--- src/rtl/mac_pkg.sv ---
// Shared types for the MAC feeder: controller state encoding and counter sizing.
package mac_pkg;

  typedef enum logic [2:0] {
    IDLE,
    CLEAR,
    ACCUM,
    CAPTURE,
    RESULT
  } feeder_state_e;

  // Counter must reach VEC_LEN, so it needs room for one value past the last index.
  function automatic int cnt_w(input int vec_len);
    return $clog2(vec_len + 1);
  endfunction

endpackage

--- src/rtl/mac_feeder.sv ---
// Feeds one MAC unit: clears it, streams VEC_LEN operand pairs through a joint
// A/B handshake, then captures the accumulator onto a valid/ready result port.
module mac_feeder
  import mac_pkg::*;
#(
  parameter int DATA_WIDTH = 8,
  parameter int VEC_LEN    = 8
) (
  input  logic                    clk,
  input  logic                    rst_n,
  input  logic                    start,
  output logic                    busy,
  input  logic                    a_valid,
  input  logic [DATA_WIDTH-1:0]   a_data,
  output logic                    a_ready,
  input  logic                    b_valid,
  input  logic [DATA_WIDTH-1:0]   b_data,
  output logic                    b_ready,
  output logic                    mac_en,
  output logic                    mac_clr,
  output logic [DATA_WIDTH-1:0]   mac_a,
  output logic [DATA_WIDTH-1:0]   mac_b,
  input  logic [3*DATA_WIDTH-1:0] mac_cout,
  output logic                    res_valid,
  output logic [3*DATA_WIDTH-1:0] res_data,
  input  logic                    res_ready
);

  localparam int CW = cnt_w(VEC_LEN);
  localparam logic [CW-1:0] LAST = CW'(VEC_LEN - 1);

  feeder_state_e state;
  logic [CW-1:0] count;
  logic          fire;

  // Neither stream is consumed unless both have an operand ready.
  assign fire = (state == ACCUM) && a_valid && b_valid;

  // NOTE: all state is updated with non-blocking assignments so every register
  // samples pre-edge values, independent of statement order.
  always_ff @(posedge clk or negedge rst_n) begin
    if (!rst_n) begin
      state    <= IDLE;
      count    <= '0;
      res_data <= '0;
    end else begin
      case (state)
        IDLE: begin
          if (start) state <= CLEAR;
        end
        CLEAR: begin
          count <= '0;
          state <= ACCUM;
        end
        ACCUM: begin
          if (fire) begin
            count <= count + CW'(1);
            if (count == LAST) state <= CAPTURE;
          end
        end
        CAPTURE: begin
          // The MAC accumulator is registered, so the last product lands here.
          res_data <= mac_cout;
          state    <= RESULT;
        end
        RESULT: begin
          if (res_ready) state <= IDLE;
        end
        default: state <= IDLE;
      endcase
    end
  end

  assign busy      = (state != IDLE);
  assign a_ready   = fire;
  assign b_ready   = fire;
  assign mac_en    = fire;
  assign mac_clr   = (state == CLEAR);
  assign res_valid = (state == RESULT);
  assign mac_a     = a_data;
  assign mac_b     = b_data;

endmodule

--- config.mk ---
export PLATFORM = sky130hd
export DESIGN_NAME = mac_feeder
export DESIGN_NICKNAME = d
export VERILOG_FILES = /design/src/rtl/mac_pkg.sv /design/src/rtl/mac_feeder.sv
export SDC_FILE = /design/constraint.sdc
export NUM_CORES = 1
export LEC_CHECK = 0
export CORE_MARGIN = 5
export CORE_UTILIZATION = 66
export DETAILED_ROUTE_END_ITERATION = 16
export DONT_BUFFER_PORTS = 1
export PLACE_DENSITY = 0.92
export SETUP_SLACK_MARGIN = 0.15
export SYNTH_ARGS = -nofsm -noshare
export SYNTH_HDL_FRONTEND = slang
export SYNTH_SLANG_ARGS = --single-unit
--- constraint.sdc ---
create_clock -name clk -period 2.7 [get_ports clk]
set_input_delay 0.675 -clock clk [delete_from_list [all_inputs] [get_ports clk]]
set_output_delay 0.675 -clock clk [all_outputs]
set_load 0.1 [all_outputs]
Word-level counts from Yosys, hierarchy flattened
Cells that the tools add are included.
{"block": "op_classes", "add_sub_neg": 1, "multipliers": 0, "div_mod_pow": 0, "n_lt_le_gt_ge": 0, "n_eq_ne": 9, "shift": 0, "mux": 7, "n_bitwise": 0, "n_reduce_logical": 7}
{"operator": "case mux 3 bit (5 select lines)", "n": 1}
{"operator": "2-to-1 mux 3 bit", "n": 4}
{"operator": "case mux 4 bit (2 select lines)", "n": 1}
{"operator": "== test 3 x 2 -> 1 bit (second input constant)", "n": 2}
{"operator": "adder 4 x 1 -> 4 bit (second input constant)", "n": 1}
{"operator": "== test 4 x 3 -> 1 bit (second input constant)", "n": 1}
{"operator": "2-to-1 mux 4 bit", "n": 1}
{"operator": "!= test 2 x 1 -> 1 bit (second input constant)", "n": 2}
{"operator": "!= test 2 bit (second input constant)", "n": 2}
{"operator": "AND reduction 4 bit", "n": 1}
{"operator": "== test 3 x 1 -> 1 bit (second input constant)", "n": 1}
{"operator": "== test 3 bit (second input constant)", "n": 1}
{"operator": "logical NOT 3 bit", "n": 1}
{"operator": "nonzero test 3 bit", "n": 1}
{"operator": "logical AND 1 bit", "n": 2}
{"operator": "AND reduction 2 bit", "n": 1}
{"operator": "nonzero test 2 bit", "n": 1}
{"block": "word_totals", "reg_bits": 31, "latchBits": 0, "ramBits": 0, "romBits": 0, "in_bits": 46, "out_inout_bits": 46, "wordCells": 27, "mem_count": 0}

Logic depth before layout (Yosys ltp)
{"block": "depth", "ltp_word": 5, "ltp_mapped": 5, "mapped_depth_nobuf": 4}

Worst setup path before layout
OpenSTA, ideal clock, no wires.
{"block": "synth_path", "kind": "input-to-output", "from": "in b_valid", "to": "out b_ready", "t_arrival_ns": 2.524, "required_ns": 2.025, "path_slack_ns": -0.499, "stages": 3, "n_path_buf": 1, "cell_sequence": "nand3b_4 -> nor3_2 -> buf_4"}
{"block": "synth_via", "elab_chain_len": 1}
{"item": "start: declaration", "line_no": "mac_feeder.sv:16", "source": "input logic b_valid,"}
{"item": "logical AND 1 bit", "line_no": "mac_feeder.sv:37", "source": "assign fire = (state == ACCUM) && a_valid && b_valid;"}
{"item": "end: declaration", "line_no": "mac_feeder.sv:18", "source": "output logic b_ready,"}
No other way between the ends.

Final worst setup path
{"block": "layout_path", "from": "reg state[0]", "to": "out a_ready"}
{"block": "layout_via", "elab_chain_len": 3}
{"item": "start: declaration", "line_no": "mac_feeder.sv:32", "source": "feeder_state_e state;"}
{"item": "start signal: assignment", "line_no": "mac_feeder.sv:43", "source": "state <= IDLE;"}
{"item": "start signal: assignment", "line_no": "mac_feeder.sv:49", "source": "if (start) state <= CLEAR;"}
{"item": "start signal: assignment", "line_no": "mac_feeder.sv:53", "source": "state <= ACCUM;"}
{"item": "== test 3 x 2 -> 1 bit", "line_no": "mac_feeder.sv:37"}
{"item": "logical AND 1 bit (2 in a row)", "line_no": "mac_feeder.sv:37"}
{"item": "end: declaration", "line_no": "mac_feeder.sv:15", "source": "output logic a_ready,"}
No other way between the ends.

==> run metrics <==
Synth Instances 111; CP Launch Type flop; vias in the first global route 810; CP max stage delay between 0.4 and 0.5 ns; maximum clock path buffer count 2; final setup vio count 0; CP Max Fanout 7; Resized Gates After CTS 0; Worst setup endpoint a_ready; ys async rst share 100%; DR iter-0 viols 14; DRC violations left 0; Final Hold Fails 0; fin. max-slew vios 0; RSZ-0062 raised after global routing false; syn nets 158; status complete, no violations; GP Congestion 0.945; fin crit share 87.4%; final wirelength between 2000 and 3000 um; sequential share of the synthesized area 51.1%; Die ar. 3360 sq um; first-pass GRT wire length 3880 um; FMAX 424 MHz; Post-Syn Area around 1500 sq um; Hold/Removal Path Class input port to asynchronous set/reset pin; core footprint around 2200 sq um; worst path arrival time 1.68 ns; reg2reg path depth 4; most common cell after layout, fill and taps aside dfrtp_1; slowest CP cell dfrtp_1; hpwl dp 1960 um; final core occ 67.6%; worst rel slew slack 38.3%; Least-Margin Pin Slew 0.925 ns; unique cell type count in the Yosys netlist 27; Yosys reg bits 31; max-cap viol count 0; largest net degree at the start of global routing 32; Bufs and invs on worst path 1; critical setup path kind flop to primary output; Starting Density 68.6%; commonest non-fill, non-tap cells in the layout dfrtp_1 (31), mux2_4 (19), nand2_1 (5), mux2_1 (5), clkbuf_4 (5); area grow syn2layout -1.48%; PortBufs 0; Root Driver clkbuf_4; clk_lat worst skew 0.32 ns; IO Pins 92; GRT overflow 0; delay-heaviest family, CP simple AND/OR/NAND/NOR gates; CP Launch Point state[0]; R2R Setup Slk ~1.0 ns; Die X just under 60 um; critical path capture point type primary output; DR WL/cell 20.2 um; number of nets with antenna violations after routing 0; Die Height 58.0 um; layout cells sized above 1 approximately a third; nets roughly 150; TritonCTS clock tree built; antenna cells 0; FF-to-FF End count[0]; Ys Warns 0; post-CTS setup buffers 0; Total Routing Usage GR 15.6%; initial antenna violation count 0; num rows 17; Fillers 160; H-tree depth 2; Syn Area/Cell 13.7 sq um; Hold-fix buffers, CTS 0; clock period minus worst slack 2.36 ns; Vias 758; clock-pin slew on the worst setup and hold paths 0.09 ns; Worst path depth 3; CTS Buf Count 5; ys flop type dfrtp_1; Layout Skew ~0.0065 ns; Final TNS setup 0 ns; Worst Path Required 2.03 ns; vias per inst 5.97; TritonRoute pass-1 iters 5; reg-to-reg critical path startpoint state[0]; Post-synth EDFFs 0; CP Cell Sequence nand3b_4, nor3_4, buf_12; CTS Sinks 31
-- synth_stat cells (all sizes together), types with 2 or more instances --
| library cell | number | area, sq um |
|---|---|---|
| dfrtp | 31 | 776 |
| mux2 | 24 | 342 |
| buf | 23 | 175 |
| nand2 | 6 | 30.0 |
| inv | 4 | 15.0 |
| nor2 | 3 | 11.3 |
| o21ai | 3 | 15.0 |
| mux2i | 2 | 20.0 |
| nand3b | 2 | 27.5 |
| nor3 | 2 | 15.0 |
-- worst min path at each step --
stage,slack [ns],from,cells after the start,endpoint
3_3_place_gp,0.38,rst_n,0,res_data[5]
6_report,0.04,rst_n,0,count[1]
2_1_floorplan,0.38,rst_n,0,count[0]
5_1_grt,0.009,rst_n,0,state[2]
3_5_place_dp,0.38,rst_n,0,res_data[5]
4_1_cts,0.02,rst_n,0,res_data[0]
-- stage by stage --
step           hold WS [ns]  instance area, sq um  std cells  setup slack (ns)
2_1_floorplan         0.379                  1540        111            0.0209
3_3_place_gp          0.380                  1450        121             0.625
3_5_place_dp          0.380                  1450        121             0.599
4_1_cts              0.0211                  1500        127             0.326
5_1_grt             0.00938                  1500        127             0.260
6_report             0.0395                  1500        127             0.341
-- state kept, by name, indices dropped and copies added, names as in the netlist --
name,flops
res_data,24
count,4
state,3
-- area by class of cell --
cell class | instances | area, sq um | area share [%]
sequential | 31 | 776 | 51.9
multi-input combinational | 53 | 558 | 37.3
timing repair buffer | 5 | 70.1 | 4.69
clock buffer | 6 | 41.3 | 2.76
tap | 28 | 35.0 | 2.34
inverter | 4 | 15.0 | 1.00
-- logic make-up after synthesis --
family	synth area share (%)
AO/OA/AOI/OAI	2.39
buffers and inverters	12.5
adder cells (fa/ha/maj)	0.824
XOR/XNOR	0.577
AND/OR/NAND/NOR	8.74
multiplexers	23.8
flip-flops	51.1
-- routing by layer --
layer / up-vias / global-route usage, % / wire length, um
met4: 0 / 6.95 / 72
met1: 370 / 15.2 / 887
met5: - / 0 / 0
met3: 18 / 9.35 / 294
li1: 333 / - / -
met2: 37 / 26.3 / 1320
Power is not shown: default switching activity piles up to over one toggle a cycle in this logic, so the estimate is an artifact.
